**src/rtl/la_nandtree_pkg.sv**
```systemverilog
// Shared elaboration-time helpers for the NAND reduction tree: level counts,
// padded operand counts and the layout of the inter-stage data bus.
package la_nandtree_pkg;

    // Smallest L with 2**L >= n.
    function automatic int clog2(input int n);
        int r;
        int v;
        r = 0;
        v = 1;
        while (v < n) begin
            v = v * 2;
            r = r + 1;
        end
        return r;
    endfunction

    // Operand count after padding up to a power of two.
    function automatic int pad_ops(input int n);
        return 1 << clog2(n);
    endfunction

    // AND levels handled by each register group; the last group takes what is left.
    function automatic int levels_per_stage(input int n, input int stages);
        if (stages <= 0) begin
            return 0;
        end
        return (clog2(n) + stages - 1) / stages;
    endfunction

    // Operands still live at the input of group k (k = stages means the final output).
    function automatic int ops_at(input int n, input int stages, input int k);
        int lv;
        lv = k * levels_per_stage(n, stages);
        if (lv > clog2(n)) begin
            lv = clog2(n);
        end
        return pad_ops(n) >> lv;
    endfunction

    // Bit offset of segment k in the concatenated inter-stage bus.
    function automatic int seg_off(input int n, input int stages, input int w, input int k);
        int s;
        s = 0;
        for (int j = 0; j < k; j++) begin
            s = s + ops_at(n, stages, j) * w;
        end
        return s;
    endfunction

endpackage

```
**src/rtl/la_nandtree_stage.sv**
```systemverilog
// One elastic stage of the reduction tree: LEVELS levels of 2-input AND
// folding IN_OPS operands down to OUT_OPS, followed by a valid/data register.
// The stage's load permission (i_ready) is computed by the parent so the
// ready chain stays a flat function of the stage valid bits.
module la_nandtree_stage
    import la_nandtree_pkg::*;
#(
    parameter int IN_OPS  = 2,
    parameter int OUT_OPS = 1,
    parameter int W       = 8,
    parameter int LEVELS  = 1
) (
    input  logic                 i_clk,
    input  logic                 i_nreset,
    input  logic                 i_valid,
    input  logic                 i_ready,
    input  logic [IN_OPS*W-1:0]  i_data,
    output logic                 o_valid,
    output logic [OUT_OPS*W-1:0] o_data
);

    localparam int GRP = 1 << LEVELS;

    if (OUT_OPS * GRP != IN_OPS) begin : g_bad_shape
        $error("la_nandtree_stage: IN_OPS must equal OUT_OPS << LEVELS");
    end

    logic [OUT_OPS*W-1:0] w_and;
    logic                 r_vld;
    logic [OUT_OPS*W-1:0] r_data;

    // Each output operand is the AND of a contiguous group of 2**LEVELS inputs.
    always_comb begin
        w_and = '1;
        for (int j = 0; j < OUT_OPS; j++) begin
            for (int i = 0; i < GRP; i++) begin
                w_and[j*W +: W] = w_and[j*W +: W] & i_data[(j*GRP+i)*W +: W];
            end
        end
    end

    // Valid bit: cleared by reset, reloaded whenever the stage may take a bundle.
    always_ff @(posedge i_clk or negedge i_nreset) begin
        if (!i_nreset) begin
            r_vld <= 1'b0;
        end else if (i_ready) begin
            r_vld <= i_valid;
        end
    end

    // Data only moves on an actual transfer; it is meaningless while r_vld is low.
    always_ff @(posedge i_clk) begin
        if (i_valid && i_ready) begin
            r_data <= w_and;
        end
    end

    assign o_valid = r_vld;
    assign o_data  = r_data;

endmodule

```
**src/rtl/la_nandtree_pipe.sv**
```systemverilog
// N-input, W-lane bitwise NAND (or AND) reduction with STAGES elastic
// register groups. Operands beyond N are padded with ones so they never
// affect the result. STAGES=0 gives a purely combinational tree.
module la_nandtree_pipe
    import la_nandtree_pkg::*;
#(
    parameter int N      = 4,
    parameter int W      = 8,
    parameter int STAGES = 1,
    parameter int INV    = 1,
    parameter     PROP   = "DEFAULT"
) (
    input  logic           clk,
    input  logic           nreset,
    input  logic           in_valid,
    output logic           in_ready,
    input  logic [N*W-1:0] a,
    output logic           out_valid,
    input  logic           out_ready,
    output logic [W-1:0]   z
);

    localparam int L     = clog2(N);
    localparam int NP    = pad_ops(N);
    localparam int W_PAD = NP * W;

    if (N < 2) begin : g_bad_n
        $error("la_nandtree_pipe: N must be at least 2");
    end
    if (STAGES < 0 || STAGES > L) begin : g_bad_stages
        $error("la_nandtree_pipe: STAGES must be in 0..ceil(log2 N)");
    end
    if (PROP == "") begin : g_bad_prop
        $error("la_nandtree_pipe: PROP must name an implementation property");
    end

    logic [W_PAD-1:0] w_pad;
    logic [W-1:0]     w_red;

    // Pad missing operands with all-ones so they are neutral for AND.
    always_comb begin
        w_pad = '1;
        w_pad[N*W-1:0] = a;
    end

    if (STAGES == 0) begin : g_comb
        // Whole tree in one combinational cone; handshake passes straight through.
        always_comb begin
            w_red = '1;
            for (int k = 0; k < NP; k++) begin
                w_red = w_red & w_pad[k*W +: W];
            end
        end
        assign out_valid = in_valid;
        assign in_ready  = out_ready;
    end else begin : g_pipe
        localparam int BUS_W = seg_off(N, STAGES, W, STAGES + 1);

        logic [BUS_W-1:0] w_bus;
        logic [STAGES:0]  w_vld;
        logic [STAGES:0]  w_full;
        logic [STAGES-1:0] w_rdy;

        assign w_bus[W_PAD-1:0] = w_pad;
        assign w_vld[0]         = in_valid;

        // Stage s may load unless it and every stage after it are full and the
        // sink is stalled; this is ~vld[s] | ready[s+1] unrolled.
        always_comb begin
            w_full = '0;
            w_rdy  = '0;
            w_full[STAGES] = 1'b1;
            for (int j = STAGES - 1; j >= 0; j--) begin
                w_full[j] = w_full[j+1] & w_vld[j+1];
                w_rdy[j]  = out_ready | ~w_full[j];
            end
        end

        for (genvar g = 0; g < STAGES; g++) begin : g_stage
            localparam int OPS_I = ops_at(N, STAGES, g);
            localparam int OPS_O = ops_at(N, STAGES, g + 1);
            localparam int OFF_I = seg_off(N, STAGES, W, g);
            localparam int OFF_O = seg_off(N, STAGES, W, g + 1);
            localparam int LV    = clog2(OPS_I) - clog2(OPS_O);

            la_nandtree_stage #(
                .IN_OPS (OPS_I),
                .OUT_OPS(OPS_O),
                .W      (W),
                .LEVELS (LV)
            ) u_stage (
                .i_clk   (clk),
                .i_nreset(nreset),
                .i_valid (w_vld[g]),
                .i_ready (w_rdy[g]),
                .i_data  (w_bus[OFF_I +: OPS_I*W]),
                .o_valid (w_vld[g+1]),
                .o_data  (w_bus[OFF_O +: OPS_O*W])
            );
        end

        assign w_red     = w_bus[seg_off(N, STAGES, W, STAGES) +: W];
        assign out_valid = w_vld[STAGES];
        assign in_ready  = w_rdy[0];
    end

    // Final inversion sits after the last register.
    assign z = (INV != 0) ? ~w_red : w_red;

endmodule
```
**config.mk**
```make
export PLATFORM = sky130hd
export DESIGN_NAME = la_nandtree_pipe
export DESIGN_NICKNAME = d
export VERILOG_FILES = /design/src/rtl/la_nandtree_pkg.sv /design/src/rtl/la_nandtree_stage.sv /design/src/rtl/la_nandtree_pipe.sv
export SDC_FILE = /design/constraint.sdc
export NUM_CORES = 1
export LEC_CHECK = 0
export BUFFER_PORTS_ARGS = -buffer_cell sky130_fd_sc_hd__buf_2
export CORE_AREA = 2 2 39 41
export CTS_CLUSTER_DIAMETER = 120
export DETAILED_ROUTE_END_ITERATION = 16
export DIE_AREA = 0 0 41 43
export PLACE_DENSITY_LB_ADDON = 0.12
export SYNTH_ARGS = -nofsm -noshare
export SYNTH_HDL_FRONTEND = slang
export SYNTH_HIERARCHICAL = 1
export SYNTH_SLANG_ARGS = --single-unit
```
**constraint.sdc**
```tcl
create_clock -name clk -period 1.3 [get_ports clk]
set_input_delay 0.26 -clock clk [delete_from_list [all_inputs] [get_ports clk]]
set_output_delay 0.26 -clock clk [all_outputs]
set_load 0.05 [all_outputs]
```
==> summary.txt, run 1 <==
Outcome
  • Status: completed

Route
  • Via-to-Cell Ratio: between 4 and 5
  • Post-DRT Antenna Nets: 0
  • Drt wl/cell: roughly 9.0 um
  • Detailed Route Iter0 Violations: 2
  • DR vias: between 300 and 400
  • Total wire length: 847 um
  • Post-route DRC: 0
  • First-pass iteration count of the detailed router: 2

Critical path
  • CP Cell Sequence: nand2b_4 -> clkbuf_4
  • Type of destination of the critical path: output port
  • Worst EP required: between 1 and 1.5 ns
  • Crit-path leading delay family: flip-flops
  • Crit path max fanout: 3
  • Worst r2r path cells: 2
  • Buf/Inv on CP: 1
  • Crit-path max cell delay: between 0.4 and 0.5 ns
  • Slowest-stage cell, CP: dfrtp_2
  • WP data arrival: 0.98 ns
  • Reg-to-Reg End: g_pipe.g_stage[0].u_stage/o_data[6]
  • WS Path Type: reg -> out
  • FF-to-FF setup slack: 0.24 ns
  • Critical Path Start Type: register
  • Reg2reg start: g_pipe.g_stage[0].u_stage/o_valid

Final layout
  • # fillers: between 100 and 150
  • Most frequent cells in the layout: buf_2 (44), inv_1 (8), and4_1 (8), edfxtp_1 (8), clkbuf_4 (4)
  • Commonest non-fill, non-tap cell in the layout: buf_2
  • Layout Utilization: 0.496
  • # diodes: 0
  • Ratio of cells with drive above 1 in the final layout: 0.667
  • Final #Nets: between 100 and 150
  • Area grow syn2layout: 74.3%

Clock network
  • Postcts setup bufs: 0
  • Clk slew on worst S/H paths: ~0.060 ns
  • Max Root-Sink Buffers: 2
  • Clock latency on the worst-skew pair: ~0.25 ns
  • Clk sinks: 9
  • H-tree Lvls: 1
  • CTS root buf: clkbuf_4
  • Number of CTS-inserted buffers: 3
  • CTS tree: done

Min path
  • Hold path startpoint: in_valid
  • Worst Hold Class: in -> reg
  • Worst hold path endpoint: g_pipe.g_stage[0].u_stage/o_valid
  • WHS Path Cells: 2

STA
  • Setup_tns: 0 ns
  • Slew margin rel.: 0.832
  • Final hold violations: 0
  • Max-slew violation count: 0
  • Min cycle time layout: approximately 1.2 ns
  • Post-route clock period utilization: 0.954
  • Worst Tran Pin Value: around 0.25 ns
  • Unrepaired setup endpoints after global routing: no
  • Setup Skew: 0.000822 ns
  • Max Freq: 806 MHz
  • Final setup violation count: 0

Yosys
  • Synth Register Bits: 9
  • Syn Std Cell Area: 394 sq um
  • Register area share after synthesis: 0.673
  • Cells after synthesis: 28
  • Syn_nets: 64
  • Post-synth cell types: 7
  • Total of warnings raised by yosys: 6
  • Mean post-synth cell area: roughly 14 sq um

Place
  • RD Place Congestion: roughly 0.58
  • IO Port Bufs: 45
  • DP Wirelength: approximately 750 um

Global route
  • Antenna violations before repair: 0
  • Overall routing resource usage: 0.106
  • Met1 usage: 0.0897
  • Met3 usage in global routing: 0.0366
  • Largest net degree at the start of global routing: 9
  • Vias in the first global route: between 300 and 400
  • Global-route congestion overflow total: 0
  • First-pass GRT wire length: 1260 um
  • Busiest grt layer: met2
  • Met2 usage: 0.203

Job
  • Max_cap viols: 0

Power
  • Pwr/cell area: 1050 nW/um^2
  • Static Leakage: 0.000365 uW
  • Worst-case vdd ir drop: about 0.54 mV

Die
  • FP Rows: 14
  • Die ar.: approximately 1800 sq um
  • Die width: roughly 40 um
  • Core box area: 1380 sq um
  • Starting Density: 0.285
  • Die height: approximately 43 um
  • # IOs: 46
[kinds of logic after synthesis]
group                  Yosys count  share of synthesized area
AND/OR/NAND/NOR                 10                      0.213
multiplexers                     1                     0.0381
flip-flops                       9                      0.673
buffers and inverters            8                     0.0762
[final cells by class]
type / count / area (sq um) / share of cell area
Clock buffer: 4 / 26.3 / 0.0383
Inverter: 8 / 30.0 / 0.0437
Multi-Input combinational cell: 11 / 106 / 0.155
Sequential cell: 9 / 267 / 0.388
Tap cell: 16 / 20.0 / 0.0291
Timing Repair Buffer: 46 / 238 / 0.346
[synthesized netlist by cell type]
cell type	number	area share
and4_1	8	0.18
and2_2	1	0.019
dfrtp_1	1	0.063
mux2_4	1	0.038
nand2b_1	1	0.016
edfxtp_1	8	0.61
inv_1	8	0.076
[worst max-delay path by stage]
stage / cells after the start / startpoint / end / slack [ns]
floorplan: 2 / g_pipe.g_stage[0].u_stage/o_valid / g_pipe.g_stage[0].u_stage/o_data[0] / 0.003
global placement: 2 / g_pipe.g_stage[0].u_stage/o_valid / g_pipe.g_stage[0].u_stage/o_data[2] / 0.26
detailed placement: 2 / g_pipe.g_stage[0].u_stage/o_valid / g_pipe.g_stage[0].u_stage/o_data[4] / 0.24
CTS: 2 / g_pipe.g_stage[0].u_stage/o_valid / in_ready / 0.01
global route: 2 / g_pipe.g_stage[0].u_stage/o_valid / in_ready / 0.02
finish: 2 / g_pipe.g_stage[0].u_stage/o_valid / in_ready / 0.06
[metrics by stage]
step	cell area [sq um]	total power, uW	hold slack (ns)	worst slack, ns	cells
finish	687	718	0.260	0.0598	94
global route	687	753	0.263	0.0203	94
CTS	684	730	0.254	0.0130	94
detailed placement	648	515	0.0372	0.240	89
global placement	648	512	0.0363	0.256	89
floorplan	403	445	-0.0356	0.00294	28
[worst reg2reg max path: stages (launching register included)]
cell	delay, ns
dfrtp_2	0.43
nand2b_4	0.08
and2_2	0.25
[sequential cells by signal, indices dropped and copies added, names as in the netlist]
name                            cells
g_pipe.g_stage.u_stage/o_data       8
g_pipe.g_stage.u_stage/o_valid      1
[per-layer routing]
layer  vias to the layer above  share of wire
li1                        202              -
met1                       170           0.33
met2                        22           0.57
met3                         0          0.097
met4                         0              0
met5                         -              0
[power breakdown]
group	switching [uW]	internal [uW]
combinational	101	67.0
clock	89.7	118
sequential	7.37	335
total	198	520
[what timing repair did]
action                                 CTS  global route
endpoints found under the hold margin    1             0
resized for setup                        0             1
setup endpoints to repair                0             1
hold buffers                             1             0
Note: power is estimated with default switching activity, not from simulation.
==> run 2: changes to the inputs <==
--- a/config.mk
+++ b/config.mk
@@ -5,11 +5,12 @@
 export SDC_FILE = /design/constraint.sdc
 export NUM_CORES = 1
 export LEC_CHECK = 0
+export ABC_AREA = 1
 export BUFFER_PORTS_ARGS = -buffer_cell sky130_fd_sc_hd__buf_2
-export CORE_AREA = 2 2 39 41
+export CORE_MARGIN = 2
+export CORE_UTILIZATION = 31
 export CTS_CLUSTER_DIAMETER = 120
 export DETAILED_ROUTE_END_ITERATION = 16
-export DIE_AREA = 0 0 41 43
 export PLACE_DENSITY_LB_ADDON = 0.12
 export SYNTH_ARGS = -nofsm -noshare
 export SYNTH_HDL_FRONTEND = slang
==> run 2 against run 1 <==
Compared with the run above: synthesized cell count increased by 71%; global-route usage increased by 0.39 points; final area up 2.0%; area after synthesis increased by 4.4%; maximum frequency decreased by 1.2%; count of clock-buffer cells in the layout unchanged; sequential share of layout area down 0.76 points; register-to-register slack better by 0.04 ns; largest power group unchanged; highest routed layer unchanged; via count is 15% higher; clock power shrank 2%; wire length down 3.4%; first-iteration DRC count grew 100%.
==> summary.txt, run 2 <==
STA
  • Setup Skew: 0.00358 ns (was 0.000822 ns)
  • Setup_tns: 0 ns (unchanged)
  • Max-slew violation count: 0 (unchanged)
  • Unrepaired setup endpoints after global routing: no (unchanged)
  • Slew margin rel.: 0.834 (was 0.832)
  • Final setup violation count: 0 (unchanged)
  • Min cycle time layout: 1.26 ns (was 1.24 ns)
  • Final hold violations: 0 (unchanged)
  • Max Freq: 797 MHz (was 806 MHz)
  • Post-route clock period utilization: 0.966 (was 0.954)
  • Worst Tran Pin Value: 0.251 ns (was 0.254 ns)

Die
  • Die width: 40.4 um (was 41 um)
  • Die height: 40.4 um (was 43 um)
  • Starting Density: 0.324 (was 0.285)
  • Die ar.: 1640 sq um (was 1760 sq um)
  • Core box area: 1270 sq um (was 1380 sq um)
  • # IOs: 46 (unchanged)
  • FP Rows: 13 (was 14)

Final layout
  • Most frequent cells in the layout: buf_2 (45), nand2_1 (19), inv_1 (10) (was buf_2 (44), inv_1 (8), and4_1 (8), edfxtp_1 (8), clkbuf_4 (4))
  • Ratio of cells with drive above 1 in the final layout: 0.520 (was 0.667)
  • Final #Nets: 135 (was 115)
  • Area grow syn2layout: 70.2% (was 74.3%)
  • Register area: 267 sq um (unchanged)
  • Non-Filler Instances: 113 (was 94)
  • Commonest non-fill, non-tap cell in the layout: buf_2 (unchanged)
  • Layout Utilization: 0.552 (was 0.496)
  • Multi-input gate area: 113 sq um (was 106 sq um)
  • # fillers: 127 (was 135)
  • Largest register FFs: 8 (unchanged)
  • # diodes: 0 (unchanged)

Critical path
  • Crit path max fanout: 3 (unchanged)
  • Worst r2r path cells: 3 (was 2)
  • FF-to-FF setup slack: 0.28 ns (was 0.24 ns)
  • Critical Path Start Type: register (unchanged)
  • WS Path Type: reg -> out (unchanged)
  • Worst EP required: 1.04 ns (about the same)
  • WP data arrival: 1.00 ns (was 0.98 ns)
  • Type of destination of the critical path: output port (unchanged)
  • Reg-to-Reg End: g_pipe.g_stage[0].u_stage/o_data[6] (unchanged)
  • Reg2reg start: g_pipe.g_stage[0].u_stage/o_valid (unchanged)

Yosys
  • Async S/R FF share, synth: 0.111 (unchanged)
  • Top cell type's share of synthesized area: 0.584 (was 0.610)
  • Count leader, synth: nand2_1
  • Post-synth EDFFs: 8 (unchanged)
  • Synth Register Bits: 9 (unchanged)
  • Mean post-synth cell area: 8.58 sq um (was 14.1 sq um)
  • Syn_nets: 84 (was 64)
  • Synth top area cells: edfxtp_1 (58%), nand2_1 (18%), inv_1 (10%) (was edfxtp_1 (61%), and4_1 (18%), inv_1 (7.6%))
  • Main synth FF type: edfxtp_1 (unchanged)
  • Synth area leader: edfxtp_1 (unchanged)
  • Post-synth cell types: 5 (was 7)
  • Syn Std Cell Area: 412 sq um (was 394 sq um)
  • Cells after synthesis: 48 (was 28)
  • Total of warnings raised by yosys: 6 (unchanged)
  • Register area share after synthesis: 0.644 (was 0.673)
  • Most frequent cells after synthesis: nand2_1 (20), inv_1 (11), edfxtp_1 (8), nor2_1 (8), dfrtp_1 (1) (was and4_1 (8), edfxtp_1 (8), inv_1 (8))

Clock network
  • Clk slew on worst S/H paths: 0.06 ns (about the same)
  • Number of CTS-inserted buffers: 3 (unchanged)
  • Max Root-Sink Buffers: 2 (unchanged)
  • Post_cts resized: 0 (unchanged)
  • Clock latency on the worst-skew pair: 0.25 ns (about the same)
  • Clk sinks: 9 (unchanged)
  • H-tree Lvls: 1 (unchanged)
  • CTS root buf: clkbuf_4 (unchanged)
  • CTS tree: done (unchanged)

Route
  • Drt wl/cell: 7.24 um (was 9.01 um)
  • Post-DRT Antenna Nets: 0 (unchanged)
  • Via-to-Cell Ratio: 4.02 (was 4.19)
  • Total wire length: 818 um (was 847 um)
  • First-pass iteration count of the detailed router: 2 (unchanged)
  • DR vias: 454 (was 394)
  • Post-route DRC: 0 (unchanged)
  • Detailed Route Iter0 Violations: 4 (was 2)

Global route
  • First-pass GRT wire length: 1190 um (was 1260 um)
  • Vias in the first global route: 388 (was 329)
  • Antenna violations before repair: 0 (unchanged)
  • Overall routing resource usage: 0.110 (was 0.106)
  • Global-route congestion overflow total: 0 (unchanged)
  • Largest net degree at the start of global routing: 9 (unchanged)

Min path
  • Worst hold path endpoint: g_pipe.g_stage[0].u_stage/o_valid (unchanged)
  • Worst Hold Class: in -> reg (unchanged)
  • Hold path startpoint: in_valid (unchanged)
  • WHS Path Cells: 3 (was 2)

Power
  • Final Power: 725 uW (was 718 uW)
  • Worst-case vdd ir drop: 0.627 mV (was 0.538 mV)
  • Static Leakage: 0.000398 uW (was 0.000365 uW)
  • Pwr/cell area: 1030 nW/um^2 (was 1050 nW/um^2)

Job
  • Max_cap viols: 0 (unchanged)

Place
  • DP Wirelength: 738 um (was 749 um)
  • Dpl cells: 108 (was 89)
  • RD Place Congestion: 0.648 (was 0.582)
  • IO Port Bufs: 45 (unchanged)

Outcome
  • Status: completed (unchanged)
-- run 2: cell count changes after synthesis --
cell,previous run,this run
nand2_1,0,20
and4_1,8,0
nor2_1,0,8
inv_1,8,11
and2_2,1,0
mux2_4,1,0
nand2b_1,1,0
-- run 2: power breakdown --
group          switching [uW]  internal [uW]
clock network            85.6            118
registers                7.23            336
logic                     114           64.4
-- run 2: critical path, stage by stage, from the launching register on --
cell	delay [ns]
dfrtp_2	0.42
nand2_4	0.07
buf_2	0.25
-- run 2: worst max-delay path by stage --
stage	start	slack, ns	end	depth (start not counted)
global route	g_pipe.g_stage[0].u_stage/o_valid	0.005	in_ready	2
detailed placement	g_pipe.g_stage[0].u_stage/o_valid	0.28	g_pipe.g_stage[0].u_stage/o_data[6]	3
global placement	g_pipe.g_stage[0].u_stage/o_valid	0.30	g_pipe.g_stage[0].u_stage/o_data[0]	3
CTS	g_pipe.g_stage[0].u_stage/o_valid	0.03	in_ready	2
floorplan	g_pipe.g_stage[0].u_stage/o_valid	0.05	g_pipe.g_stage[0].u_stage/o_data[0]	3
finish	g_pipe.g_stage[0].u_stage/o_valid	0.04	in_ready	2
-- run 2: routing by layer --
layer | wire, um | share of wire | up-vias | GRT usage
met1 | 269 | 0.33 | 188 | 0.0850
met5 | 0 | 0 | - | 0
met3 | 93 | 0.11 | 0 | 0.0333
li1 | - | - | 243 | -
met4 | 0 | 0 | 0 | 0.0500
met2 | 455 | 0.56 | 23 | 0.234
-- run 2: logic make-up after synthesis --
logic type | count (synthesis) | synth area share
and+or+nand+nor | 28 | 0.255
DFF | 9 | 0.644
buffers and inverters | 11 | 0.100
-- run 2: repair_timing --
action / in CTS / in global routing
endpoints found under the hold margin: 1 / 0
hold buffers: 1 / 0
buffers inserted: 0 / 0
-- run 2: cell type report --
cell class | instances | share of cell area
flip-flops and latches | 9 | 0.380
repair buffers | 46 | 0.336
multi-input cells | 28 | 0.161
inverters | 11 | 0.0589
clock buffers | 4 | 0.0375
well taps | 15 | 0.0268
-- run 2: per-stage QoR --
| step | hold slack (ns) | area (sq um) | setup WS, ns |
|---|---|---|---|
| CTS | 0.259 | 701 | 0.0314 |
| global placement | 0.0363 | 664 | 0.295 |
| finish | 0.263 | 701 | 0.0448 |
| floorplan | -0.0356 | 420 | 0.0463 |
| detailed placement | 0.0390 | 664 | 0.277 |
| global route | 0.284 | 701 | 0.00491 |
==> run 3: changes to the inputs <==
--- a/config.mk
+++ b/config.mk
@@ -11,7 +11,7 @@
 export CORE_UTILIZATION = 31
 export CTS_CLUSTER_DIAMETER = 120
 export DETAILED_ROUTE_END_ITERATION = 16
-export PLACE_DENSITY_LB_ADDON = 0.12
+export PLACE_DENSITY = 0.81
 export SYNTH_ARGS = -nofsm -noshare
 export SYNTH_HDL_FRONTEND = slang
 export SYNTH_HIERARCHICAL = 1
==> run 3 against run 2 <==
Compared with the run above: utilization grew 0.20 points; cell count is the same; worst hold slack lost 0.018 ns; combinational power is essentially flat; final area grew 0.36%; first-iteration DRC count grew 25%; via count grew 0.88%; clock skew grew 0.00057 ns; register-to-register slack is essentially flat; setup slack gained 0.0085 ns; sequential power is essentially flat; die area is the same; critical path type unchanged; critical endpoint unchanged; largest cell class unchanged.
==> summary.txt, run 3 (synthesis results as in run 2) <==
Power
  • Static Leakage: 0.000400 uW (was 0.000398 uW)
  • Clock power share: 0.289 (was 0.280)
  • Pwr/cell area: 1050 nW/um^2 (was 1030 nW/um^2)
  • Worst-case vdd ir drop: 0.880 mV (was 0.627 mV)
  • Logic pwr share: 0.245 (was 0.246)
  • Part of the power in registers: 0.466 (was 0.473)
  • Total net switching power: 218 uW (was 207 uW)
  • Pint: 520 uW (was 518 uW)
  • Net Sw Frac: 0.296 (was 0.286)

Critical path
  • Type of destination of the critical path: output port (unchanged)
  • Reg-to-Reg End: g_pipe.g_stage[0].u_stage/o_data[4] (was g_pipe.g_stage[0].u_stage/o_data[6])
  • Worst r2r path cells: 3 (unchanged)
  • WP data arrival: 0.99 ns (was 1.00 ns)
  • FF-to-FF setup slack: 0.27 ns (was 0.28 ns)
  • Critical Path Start Type: register (unchanged)
  • WS Path Type: reg -> out (unchanged)
  • Crit path max fanout: 3 (unchanged)
  • Reg2reg start: g_pipe.g_stage[0].u_stage/o_valid (unchanged)
  • Worst EP required: 1.04 ns (about the same)
  • Worst setup path startpoint: g_pipe.g_stage[0].u_stage/o_valid (unchanged)

Clock network
  • CTS root buf: clkbuf_4 (unchanged)
  • H-tree Lvls: 1 (unchanged)
  • Max Root-Sink Buffers: 2 (unchanged)
  • Clk sinks: 9 (unchanged)
  • Clock latency on the worst-skew pair: 0.26 ns (was 0.25 ns)
  • CTS tree: done (unchanged)
  • Clk slew on worst S/H paths: 0.06 ns (about the same)
  • Number of CTS-inserted buffers: 3 (unchanged)
  • Postcts setup bufs: 0 (unchanged)

Die
  • Die height: 40.4 um (unchanged)
  • FP Rows: 13 (unchanged)
  • # IOs: 46 (unchanged)
  • Die ar.: 1640 sq um (unchanged)
  • Starting Density: 0.324 (unchanged)
  • Core box area: 1270 sq um (unchanged)
  • Die width: 40.4 um (unchanged)

Place
  • IO Port Bufs: 45 (unchanged)
  • Pre-CTS setup slack: 0.271 ns (was 0.277 ns)
  • DP Area: 664 sq um (unchanged)
  • DP Wirelength: 770 um (was 738 um)
  • RD Place Congestion: 0.614 (was 0.648)

STA
  • Final hold violations: 0 (unchanged)
  • Setup_tns: 0 ns (unchanged)
  • Min cycle time layout: 1.25 ns (was 1.26 ns)
  • Setup Skew: 0.00415 ns (was 0.00358 ns)
  • Max Freq: 802 MHz (was 797 MHz)
  • Post-route setup slack: 0.0533 ns (was 0.0448 ns)
  • Max-slew violation count: 0 (unchanged)
  • Unrepaired setup endpoints after global routing: no (unchanged)
  • Post-route clock period utilization: 0.959 (was 0.966)
  • Final setup violation count: 0 (unchanged)
  • Worst Tran Pin Value: 0.255 ns (was 0.251 ns)
  • Slew margin rel.: 0.831 (was 0.834)

Final layout
  • # diodes: 0 (unchanged)
  • Largest register FFs: 8 (unchanged)
  • Ratio of cells with drive above 1 in the final layout: 0.520 (unchanged)
  • Multi-input gate area: 113 sq um (unchanged)
  • Commonest non-fill, non-tap cell in the layout: buf_2 (unchanged)
  • Post-route cell area: 703 sq um (was 701 sq um)
  • Most frequent cells in the layout: buf_2 (44), nand2_1 (19), inv_1 (10) (was buf_2 (45), nand2_1 (19), inv_1 (10))
  • Layout Utilization: 0.554 (was 0.552)
  • # fillers: 127 (unchanged)
  • Final #Nets: 135 (unchanged)
  • Register area: 267 sq um (unchanged)
  • Area grow syn2layout: 70.8% (was 70.2%)

Global route
  • Overall routing resource usage: 0.133 (was 0.110)
  • Vias in the first global route: 368 (was 388)
  • Global-route congestion overflow total: 0 (unchanged)
  • Largest net degree at the start of global routing: 9 (unchanged)
  • Antenna violations before repair: 0 (unchanged)
  • First-pass GRT wire length: 1270 um (was 1190 um)

Route
  • Detailed Route Iter0 Violations: 5 (was 4)
  • Via-to-Cell Ratio: 4.05 (was 4.02)
  • Post-DRT Antenna Nets: 0 (unchanged)
  • Total wire length: 927 um (was 818 um)
  • First-pass iteration count of the detailed router: 3 (was 2)
  • Drt wl/cell: 8.20 um (was 7.24 um)
  • Post-route DRC: 0 (unchanged)
  • DR vias: 458 (was 454)

Job
  • Max_cap viols: 0 (unchanged)

Min path
  • WHS Path Cells: 3 (unchanged)
  • Hold path startpoint: in_valid (unchanged)
  • Worst Hold Class: in -> reg (unchanged)
  • Worst hold path endpoint: g_pipe.g_stage[0].u_stage/o_valid (unchanged)

Outcome
  • Status: completed (unchanged)
## run 3: changes by cell type in the layout (fill, tap and decap cells not counted), sizes merged
cell / before / now
clkbuf: 4 / 5
buf: 45 / 44
## run 3: area by class of cell
| class | count | share of cell area |
|---|---|---|
| tap | 15 | 0.0267 |
| timing repair buffer | 46 | 0.338 |
| clock buffer | 4 | 0.0374 |
| sequential | 9 | 0.379 |
| inverter | 11 | 0.0587 |
| multi-input combinational | 28 | 0.160 |
## run 3: power by group through the flow
stage,clock network [uW],logic [uW],registers (uW)
floorplan,0,93.9,360
CTS,222,182,344
finish,213,181,343
detailed placement,0,179,350
global route,240,199,345
global placement,0,175,349
## run 3: layer usage
| layer | vias to the layer above | part of all wire | track usage |
|---|---|---|---|
| li1 | 241 | - | - |
| met1 | 180 | 0.28 | 0.0990 |
| met2 | 35 | 0.53 | 0.234 |
| met3 | 2 | 0.17 | 0.0889 |
| met4 | 0 | 0.014 | 0.100 |
| met5 | - | 0 | 0 |
## run 3: worst max-delay path by stage
stage	slack, ns	endpoint
floorplan	0.05	g_pipe.g_stage[0].u_stage/o_data[0]
global placement	0.30	g_pipe.g_stage[0].u_stage/o_data[2]
detailed placement	0.27	g_pipe.g_stage[0].u_stage/o_data[4]
CTS	0.01	in_ready
global route	0.02	in_ready
finish	0.05	in_ready
## run 3: stage by stage
step / power (uW) / instances / hold slack [ns]
floorplan: 454 / 48 / -0.0356
global placement: 523 / 108 / 0.0356
detailed placement: 529 / 108 / 0.0361
CTS: 748 / 113 / 0.245
global route: 783 / 113 / 0.276
finish: 738 / 113 / 0.246
## run 3: repair_timing
item,in CTS,in global routing
gates resized for setup,0,1
hold endpoints to repair,1,0
setup endpoints to repair,0,1
hold buffers,1,0
## run 3: worst max-delay path, stage by stage, from the launching register on
cell and delay [ns]:
dfrtp_2 0.43, nand2_4 0.08, clkbuf_4 0.22
